`config.mk`:
```
export PLATFORM = sky130hd
export DESIGN_NAME = mmio_arbiter
export DESIGN_NICKNAME = d
export VERILOG_FILES = /design/src/rtl/mmio_arb_pkg.sv /design/src/rtl/mmio_rr_pick.sv /design/src/rtl/mmio_arbiter.sv
export SDC_FILE = /design/constraint.sdc
export NUM_CORES = 1
export LEC_CHECK = 0
export ABC_CLOCK_PERIOD_IN_PS = 3550
export CORE_AREA = 2 2 115 117
export DETAILED_ROUTE_END_ITERATION = 12
export DIE_AREA = 0 0 117 119
export GPL_ROUTABILITY_DRIVEN = 0
export PLACE_DENSITY = 0.73
export SLEW_MARGIN = 30
export SYNTH_ARGS = -nofsm -noshare
export SYNTH_HDL_FRONTEND = slang
export SYNTH_SLANG_ARGS = --single-unit
```
`constraint.sdc`:
```
create_clock -name i_clk -period 3.55 [get_ports i_clk]
set_clock_uncertainty 0.2 [all_clocks]
set_input_delay 0.5325 -clock i_clk [delete_from_list [all_inputs] [get_ports i_clk]]
set_output_delay 0.5325 -clock i_clk [all_outputs]
set_load 0.005 [all_outputs]
```
`src/rtl/mmio_arb_pkg.sv`:
```
// mmio_arb_pkg: shared types for the two-master MMIO arbiter.
package mmio_arb_pkg;
    localparam int NUM_MASTERS = 2;
    typedef enum logic [1:0] {ARB, LOCKED0, LOCKED1} arb_state_t;
    typedef logic master_id_t;
endpackage

```
`src/rtl/mmio_rr_pick.sv`:
```
// mmio_rr_pick: two-way round-robin pick; the pointer only matters when both request.
module mmio_rr_pick
    import mmio_arb_pkg::*;
(
    input  logic [NUM_MASTERS-1:0] valid,
    input  master_id_t             pointer,
    output logic [NUM_MASTERS-1:0] grant,
    output master_id_t             grant_id
);
    always_comb begin
        grant_id = (&valid) ? pointer : valid[1] & ~valid[0];
        grant    = (|valid) ? (grant_id ? 2'b10 : 2'b01) : '0;
    end
endmodule

```
`src/rtl/mmio_arbiter.sv`:
```
// mmio_arbiter: shares one single-cycle MMIO slave between two masters with
// round-robin arbitration, bounded locking and a depth-1 response pipeline.
module mmio_arbiter
    import mmio_arb_pkg::*;
#(
    parameter int ADDR_WIDTH = 26,
    parameter int DATA_WIDTH = 32,
    parameter int LOCK_MAX   = 16
) (
    input  logic                  i_clk,
    input  logic                  i_rst,
    input  logic                  i_m0_valid,
    input  logic                  i_m0_read,
    input  logic [ADDR_WIDTH-1:0] i_m0_addr,
    input  logic [DATA_WIDTH-1:0] i_m0_wdata,
    input  logic [3:0]            i_m0_byte_we,
    input  logic                  i_m0_lock,
    output logic                  o_m0_ready,
    output logic                  o_m0_rvalid,
    output logic [DATA_WIDTH-1:0] o_m0_rdata,
    input  logic                  i_m1_valid,
    input  logic                  i_m1_read,
    input  logic [ADDR_WIDTH-1:0] i_m1_addr,
    input  logic [DATA_WIDTH-1:0] i_m1_wdata,
    input  logic [3:0]            i_m1_byte_we,
    input  logic                  i_m1_lock,
    output logic                  o_m1_ready,
    output logic                  o_m1_rvalid,
    output logic [DATA_WIDTH-1:0] o_m1_rdata,
    output logic [ADDR_WIDTH-1:0] o_s_addr,
    output logic [DATA_WIDTH-1:0] o_s_wdata,
    output logic [3:0]            o_s_byte_we,
    output logic                  o_s_read_en,
    input  logic [DATA_WIDTH-1:0] i_s_rdata
);
    localparam int CW = $clog2(LOCK_MAX + 1);

    arb_state_t            state, state_d;
    master_id_t            ptr, ptr_d, pick_id, gnt_id, lock_id, resp_id;
    logic [CW-1:0]         cnt, cnt_d;
    logic [1:0]            req, pick_gnt, gnt;
    logic                  locked, cmd, resp_valid, resp_read, rsp_on;
    logic                  sel_read, sel_lock;
    logic [ADDR_WIDTH-1:0] sel_addr, addr_q;
    logic [DATA_WIDTH-1:0] sel_wdata, wdata_q;
    logic [3:0]            sel_be;

    assign req = {i_m1_valid, i_m0_valid};

    mmio_rr_pick u_pick (
        .valid    (req),
        .pointer  (ptr),
        .grant    (pick_gnt),
        .grant_id (pick_id)
    );

    // Grant is forced off during reset so the slave sees no strobe in that cycle.
    always_comb begin
        locked    = state != ARB;
        lock_id   = state == LOCKED1;
        gnt_id    = locked ? lock_id : pick_id;
        gnt       = i_rst ? 2'b00 : locked ? (req & (lock_id ? 2'b10 : 2'b01)) : pick_gnt;
        cmd       = |gnt;
        sel_read  = gnt_id ? i_m1_read : i_m0_read;
        sel_lock  = gnt_id ? i_m1_lock : i_m0_lock;
        sel_addr  = gnt_id ? i_m1_addr : i_m0_addr;
        sel_wdata = gnt_id ? i_m1_wdata : i_m0_wdata;
        sel_be    = gnt_id ? i_m1_byte_we : i_m0_byte_we;
    end

    assign o_m0_ready  = gnt[0];
    assign o_m1_ready  = gnt[1];
    assign o_s_read_en = cmd & sel_read;
    assign o_s_byte_we = (cmd & ~sel_read) ? sel_be : 4'b0000;
    assign o_s_addr    = i_rst ? '0 : cmd ? sel_addr : addr_q;
    assign o_s_wdata   = i_rst ? '0 : cmd ? sel_wdata : wdata_q;

    assign rsp_on      = resp_valid & ~i_rst;
    assign o_m0_rvalid = rsp_on & ~resp_id;
    assign o_m1_rvalid = rsp_on & resp_id;
    assign o_m0_rdata  = (o_m0_rvalid & resp_read) ? i_s_rdata : '0;
    assign o_m1_rdata  = (o_m1_rvalid & resp_read) ? i_s_rdata : '0;

    always_comb begin
        state_d = state;
        ptr_d   = ptr;
        cnt_d   = cnt;
        if (locked) begin
            cnt_d = (cnt == '0) ? '0 : cnt - 1'b1;
            if (!sel_lock || cnt <= CW'(1)) begin
                state_d = ARB;
                ptr_d   = ~lock_id;
                cnt_d   = '0;
            end
        end else if (cmd) begin
            if (&req) ptr_d = ~gnt_id;
            if (sel_lock) begin
                state_d = gnt_id ? LOCKED1 : LOCKED0;
                cnt_d   = CW'(LOCK_MAX - 1);
            end
        end
    end

    always_ff @(posedge i_clk) begin
        if (i_rst) begin
            state      <= ARB;
            ptr        <= 1'b0;
            cnt        <= '0;
            resp_valid <= 1'b0;
            resp_id    <= 1'b0;
            resp_read  <= 1'b0;
            addr_q     <= '0;
            wdata_q    <= '0;
        end else begin
            state      <= state_d;
            ptr        <= ptr_d;
            cnt        <= cnt_d;
            resp_valid <= cmd;
            resp_id    <= gnt_id;
            resp_read  <= sel_read;
            if (cmd) begin
                addr_q  <= sel_addr;
                wdata_q <= sel_wdata;
            end
        end
    end
endmodule

```
== After elaboration in Yosys (flattened, before gate mapping) ==
Cells that the tools add are included.

* $add $sub $neg: 1
* Shift operators: 0
* Bitwise gates (word level): 15
* $lt $le $gt $ge: 1
* $mul: 0
* Reductions and logical operators: 13
* Divide/modulo/power cells: 0
* Multiplexer cells: 33
* Equality and inequality tests: 2

{| class="wikitable"
|+ Operators with widths
! operator !! count
|-
| 32-bit two-way mux || 5
|-
| 26-bit two-way mux || 3
|-
| 5-bit two-way mux || 5
|-
| 2-bit two-way mux || 10
|-
| 1-bit bitwise AND || 8
|-
| 1-bit two-way mux || 8
|-
| 4-bit two-way mux || 2
|-
| 2-bit nonzero test || 4
|-
| 1-bit NOT || 6
|-
| 3-bit AND reduction || 2
|-
| 5-bit by 1-bit <= comparator with 1-bit output, second input constant || 1
|-
| 5-bit logical NOT || 1
|-
| 5-bit by 1-bit subtractor with 5-bit output, second input constant || 1
|-
| 2-bit AND reduction || 2
|-
| 2-bit OR reduction || 2
|-
| 2-bit bitwise AND || 1
|-
| 2-bit == test, second input constant || 1
|-
| 2-bit by 1-bit inequality test with 1-bit output, second input constant || 1
|-
| 1-bit logical NOT || 1
|-
| 1-bit logical OR || 1
|}

* Memory bits (read-only): 0
* Register bits after elaboration: 69
* RAM bits: 0
* Latch bits: 0
* Memories kept: 0

== Longest topological paths before layout ==
* Depth in word-level cells: 10
* Mapped depth: 9
* Depth with buffers taken out: 6

== Cells and area by module ==
From an unflattened synthesis, not the netlist that was laid out.

* Cells, all modules: 429
* Area, all modules: 3857.4 µm²

{| class="wikitable"
|+ By module, submodules not included
! module !! seq. area each (µm²) !! times used !! cells each !! area each (µm²)
|-
| mmio_arbiter || 1381.3 || 1 || 425 || 3831.2
|-
| mmio_rr_pick || 0.0 || 1 || 4 || 26.3
|}

== Worst setup path after synthesis ==
Ideal clock, no wire load.

* Kind: input port to output port
* From: in i_m0_valid
* To: out o_s_addr[15]
* Slack: 950 ps
* Stages: 7
* Data arrival time: 1868 ps
* Path through: or3b_4 and2_1 buf_6 buf_6 buf_6 mux2i_1 a211oi_1

* Word-level cells in the longest chain between the ends: 10

{| class="wikitable"
|+ RTL lines
! item !! RTL line !! source
|-
| from (decl) || mmio_arbiter.sv:12 || <nowiki>input logic i_m0_valid,</nowiki>
|-
| 1-bit NOT || mmio_rr_pick.sv:11 || <nowiki>grant_id = (&valid) ? pointer : valid[1] & ~valid[0];</nowiki>
|-
| 1-bit bitwise AND || mmio_rr_pick.sv:11 ||
|-
| 1-bit two-way mux || mmio_rr_pick.sv:11 ||
|-
| 2-bit two-way mux (2 in a row) || mmio_rr_pick.sv:12 || <nowiki>grant = (|valid) ? (grant_id ? 2'b10 : 2'b01) : '0;</nowiki>
|-
| 2-bit two-way mux (2 in a row) || mmio_arbiter.sv:62 || <nowiki>gnt = i_rst ? 2'b00 : locked ? (req & (lock_id ? 2'b10 : 2'b01)) : pick_gnt;</nowiki>
|-
| 2-bit OR reduction || mmio_arbiter.sv:63 || <nowiki>cmd = |gnt;</nowiki>
|-
| 26-bit two-way mux (*) (2 in a row) || n/a ||
|-
| to (decl) || mmio_arbiter.sv:30 || <nowiki>output logic [ADDR_WIDTH-1:0] o_s_addr,</nowiki>
|}

Mark *: on every way between the ends. The rest lies on a longest branch, timed or not.

== Worst setup path after layout ==
* From: in i_m0_valid
* To: out o_s_wdata[28]

* Word-level cells in the longest chain between the ends: 10

{| class="wikitable"
|+ RTL lines
! item !! RTL line !! source
|-
| 1-bit NOT || mmio_rr_pick.sv:11 ||
|-
| 1-bit bitwise AND || mmio_rr_pick.sv:11 ||
|-
| 1-bit two-way mux || mmio_rr_pick.sv:11 ||
|-
| 2-bit two-way mux (2 in a row) || mmio_rr_pick.sv:12 ||
|-
| 2-bit two-way mux (2 in a row) || mmio_arbiter.sv:62 ||
|-
| 2-bit OR reduction || mmio_arbiter.sv:63 ||
|-
| 32-bit two-way mux (*) (2 in a row) || n/a ||
|-
| to (decl) || mmio_arbiter.sv:31 || <nowiki>output logic [DATA_WIDTH-1:0] o_s_wdata,</nowiki>
|}

Marks and branches as above.

==> flow_summary.html <==
<table>
<tr><th>Metric</th><th>Value</th></tr>
<tr><th colspan="2">Status</th></tr>
<tr><td>Outcome</td><td>complete, but fails checks</td></tr>
<tr><td>Failing checks</td><td>setup timing</td></tr>
<tr><th colspan="2">Floorplan</th></tr>
<tr><td>Number of standard-cell rows in the floorplan</td><td>42</td></tr>
<tr><td>Die area</td><td>13900 sq um</td></tr>
<tr><td>Width of the chip</td><td>117 um</td></tr>
<tr><td>Effective utilization at floorplan</td><td>29.2%</td></tr>
<tr><td>Core Footprint</td><td>12900 sq um</td></tr>
<tr><td>Number of placed I/O pins</td><td>295</td></tr>
<tr><td>Vertical die dimension</td><td>119 um</td></tr>
<tr><th colspan="2">Critical path</th></tr>
<tr><td>Crit-path max cell delay</td><td>570 ps</td></tr>
<tr><td>Critical path arrival</td><td>2840 ps</td></tr>
<tr><td>Crit path capture type</td><td>output pin</td></tr>
<tr><td>Top Family by Delay on Critical Path</td><td>buffers and inverters</td></tr>
<tr><td>CP Launch Type</td><td>input pin</td></tr>
<tr><td>Data required, critical path</td><td>2820 ps</td></tr>
<tr><td>Reg-to-reg slack, setup</td><td>1510 ps</td></tr>
<tr><td>Most used cell along the critical path</td><td>sky130_fd_sc_hd__clkdlybuf4s50_1</td></tr>
<tr><td>Critical path class</td><td>in2out</td></tr>
<tr><td>WP buf/inv</td><td>3</td></tr>
<tr><td>Top fanout value on the critical path</td><td>35</td></tr>
<tr><td>Slowest CP cell</td><td>sky130_fd_sc_hd__clkdlybuf4s50_1</td></tr>
<tr><td>Cell-by-cell trace of the critical path</td><td>clkdlybuf4s50_1 -&gt; or3b_4 -&gt; and2_4 -&gt; buf_12 -&gt; mux2i_1 -&gt; a211oi_1 -&gt; clkdlybuf4s50_1</td></tr>
<tr><th colspan="2">Finish</th></tr>
<tr><td>Design Area, Final</td><td>7370 sq um</td></tr>
<tr><td>Share of final-layout standard cells stronger than drive strength 1</td><td>8.71%</td></tr>
<tr><td>Count of nets after finishing</td><td>885</td></tr>
<tr><td>N_diodes</td><td>0</td></tr>
<tr><td>Area growth syn-to-layout</td><td>95.8%</td></tr>
<tr><td>Share of the core filled with cells</td><td>57.2%</td></tr>
<tr><th colspan="2">Synth</th></tr>
<tr><td>Cell area after synthesis</td><td>3760 sq um</td></tr>
<tr><td>Synth warnings</td><td>0</td></tr>
<tr><td>Synthesized Nets</td><td>599</td></tr>
<tr><td>Count of flip-flops with a built-in enable after synthesis</td><td>0</td></tr>
<tr><td>Mean instance size in the synthesized netlist</td><td>8.71 sq um</td></tr>
<tr><td>Share of the synthesized area in the top cell type</td><td>36.7%</td></tr>
<tr><td>Number of register bits inferred by synthesis</td><td>69</td></tr>
<tr><td>Cell taking the most area after synthesis</td><td>sky130_fd_sc_hd__dfxtp_1</td></tr>
<tr><td>Synthesized instance count</td><td>432</td></tr>
<tr><td>Commonest cells post-synth</td><td>sky130_fd_sc_hd__nor2_1 (70), sky130_fd_sc_hd__dfxtp_1 (69), sky130_fd_sc_hd__and2_1 (65)</td></tr>
<tr><td>Most common cell in the netlist</td><td>sky130_fd_sc_hd__nor2_1</td></tr>
<tr><td>Fraction of synthesis flops using an asynchronous set or reset pin</td><td>0%</td></tr>
<tr><td>Number of unique standard cell types used by synthesis</td><td>39</td></tr>
<tr><td>Biggest area contributors in the synthesized netlist</td><td>sky130_fd_sc_hd__dfxtp_1 (37%), sky130_fd_sc_hd__mux2i_1 (16%), sky130_fd_sc_hd__a211oi_1 (12%)</td></tr>
<tr><td>Top flip-flop cell by instance count after synthesis</td><td>sky130_fd_sc_hd__dfxtp_1</td></tr>
<tr><td>Sequential element share of the synthesized area</td><td>36.7%</td></tr>
<tr><th colspan="2">Clock tree</th></tr>
<tr><td>Clock buffers created by TritonCTS</td><td>9</td></tr>
<tr><td>Maximum clock path buffer count</td><td>2</td></tr>
<tr><td>Maximum level of the CTS H-tree</td><td>3</td></tr>
<tr><td>Clk sink count</td><td>69</td></tr>
<tr><td>Post-CTS clock slew at the launch and capture registers of the worst setup and hold paths</td><td>50 ps</td></tr>
<tr><td>CTS root buffer</td><td>sky130_fd_sc_hd__clkbuf_16</td></tr>
<tr><td>Worst skew pair latency</td><td>320 ps</td></tr>
<tr><td>CTS tree</td><td>done</td></tr>
<tr><td>Post-CTS Hold Buffers</td><td>0</td></tr>
<tr><td>Number of post-CTS setup repair buffers</td><td>0</td></tr>
<tr><th colspan="2">Hold path</th></tr>
<tr><td>Type of the worst min-delay path</td><td>reg2reg</td></tr>
<tr><th colspan="2">Routing</th></tr>
<tr><td>Antenna-violating nets left</td><td>0</td></tr>
<tr><td>Final wirelength</td><td>14100 um</td></tr>
<tr><td>Detailed-routing iteration count for the pre-antenna-repair pass</td><td>4</td></tr>
<tr><td>Detailed-route via count</td><td>4230</td></tr>
<tr><td>Via-per-instance ratio</td><td>4.71</td></tr>
<tr><td>Average wire per cell in the routed design</td><td>15.7 um</td></tr>
<tr><td>Drt initial violations</td><td>104</td></tr>
<tr><td>Drt drc</td><td>0</td></tr>
<tr><th colspan="2">Timing</th></tr>
<tr><td>Peak clock frequency supported by timing</td><td>280 MHz</td></tr>
<tr><td>Setup repair after global routing missed its margin</td><td>yes</td></tr>
<tr><td>Number of setup violations in the final report</td><td>2</td></tr>
<tr><td>Worst slew pin tran</td><td>821 ps</td></tr>
<tr><td>Remaining max-slew budget at the tightest pin</td><td>45.3%</td></tr>
<tr><td>Number of pins with negative max-slew slack in the final report</td><td>0</td></tr>
<tr><td>Time the final worst path needs with I/O delays and setup</td><td>3570 ps</td></tr>
<tr><td>Part of the cycle the worst path needs</td><td>101%</td></tr>
<tr><td>Final number of hold-violating endpoints</td><td>0</td></tr>
<tr><td>Setup ws final</td><td>-21.5 ps</td></tr>
<tr><th colspan="2">Place</th></tr>
<tr><td>Instance area after placement</td><td>6920 sq um</td></tr>
<tr><td>Port Buf Inserts</td><td>294</td></tr>
<tr><td>Half-perimeter wire length of the detailed placement result</td><td>11200 um</td></tr>
<tr><td>Setup slack at placement</td><td>-50.8 ps</td></tr>
<tr><th colspan="2">Power</th></tr>
<tr><td>Worst IR Drop VDD</td><td>0.181 mV</td></tr>
<tr><td>Cell area power density</td><td>331 nW/um^2</td></tr>
<tr><td>Static leakage power</td><td>3.10 nW</td></tr>
<tr><td>Post-route total power</td><td>2.44 mW</td></tr>
<tr><th colspan="2">GRT</th></tr>
<tr><td>Antenna violations before repair</td><td>2</td></tr>
<tr><td>Overflow after GRT</td><td>0</td></tr>
<tr><td>Global-route wire length before repair</td><td>21300 um</td></tr>
<tr><td>Via count of the first global-routing pass</td><td>4251</td></tr>
<tr><td>Largest net degree at the start of global routing</td><td>66</td></tr>
<tr><td>All-layer global routing usage</td><td>19.7%</td></tr>
<tr><th colspan="2">Run</th></tr>
<tr><td>Number of max-cap violations</td><td>0</td></tr>
</table>
## sequential cells by signal, indices dropped and copies added (netlist names)
name and cells:
resp_read 1, wdata_q 32, addr_q 26, cnt 5, resp_valid 1, ptr 1
resp_id 1, state 2
## final cells by class
type	count	area (sq um)
inverters	9	38.8
multi-input cells	317	2250
well taps	176	220
clock inverters	6	62.6
repair buffers	312	3170
fillers	1138	5510
clock buffers	10	239
flip-flops and latches	69	1380
## timing repair
action,CTS,global route
gates resized for setup,26,28
gates cloned,0,0
pin swaps,0,0
setup endpoints to repair,22,48
## where the power goes
part	switching, mW	leakage (nW)	internal (mW)
Sequential	0.0249	0.572	0.841
Clock	0.331	0.140	0.560
Combinational	0.278	2.39	0.403
## tightest hold or removal path: stages, from the launching register on
cell                       delay (ps)
sky130_fd_sc_hd__dfxtp_1          300
sky130_fd_sc_hd__nor2_1            90
sky130_fd_sc_hd__a211oi_1          60
## through the flow
step | hold WS (ps) | cells | TNS (ps)
3_3_place_gp | 286 | 883 | 0
5_1_grt | 319 | 899 | -1780
3_5_place_dp | 291 | 883 | -225
6_report | 298 | 899 | -31.5
4_1_cts | 293 | 899 | 0
2_1_floorplan | 282 | 432 | 0
## final timing paths
| path | cells past startpoint | end | from |
|---|---|---|---|
| setup / recovery | 7 | o_s_wdata[28] | i_m0_valid |
| hold / removal | 2 | wdata_q[1] | wdata_q[1] |
| setup reg to reg | 6 | addr_q[14] | state[1] |
| hold reg to reg | 2 | wdata_q[1] | wdata_q[1] |
## placed cells by master, fill, tap and decap left out, types with 10 or more instances in the layout
cell type	count
sky130_fd_sc_hd__a211oi_1	41
sky130_fd_sc_hd__a211oi_2	18
sky130_fd_sc_hd__and2_1	64
sky130_fd_sc_hd__buf_4	13
sky130_fd_sc_hd__clkdlybuf4s50_1	261
sky130_fd_sc_hd__dfxtp_1	69
sky130_fd_sc_hd__dlygate4sd2_1	10
sky130_fd_sc_hd__dlymetal6s2s_1	22
sky130_fd_sc_hd__mux2i_1	60
sky130_fd_sc_hd__nor2_1	70
## cells by family after synthesis
family	count (synthesis)	share of synthesized area, %
flops	69	36.7
buf+inv	46	6.22
simple gates	165	22.6
mux	60	16.0
fa+ha+maj	3	0.998
xor+xnor	1	0.233
compound gates	88	17.3
## metal layers
metal | vias up | wire [um] | global-route usage [%]
met1 | 1908 | 4760 | 18.8
li1 | 2092 | - | -
met5 | - | 24 | 0
met2 | 196 | 7500 | 37.0
met4 | 4 | 589 | 10.0
met3 | 30 | 1240 | 6.31
(Power assumes the default switching activity.)
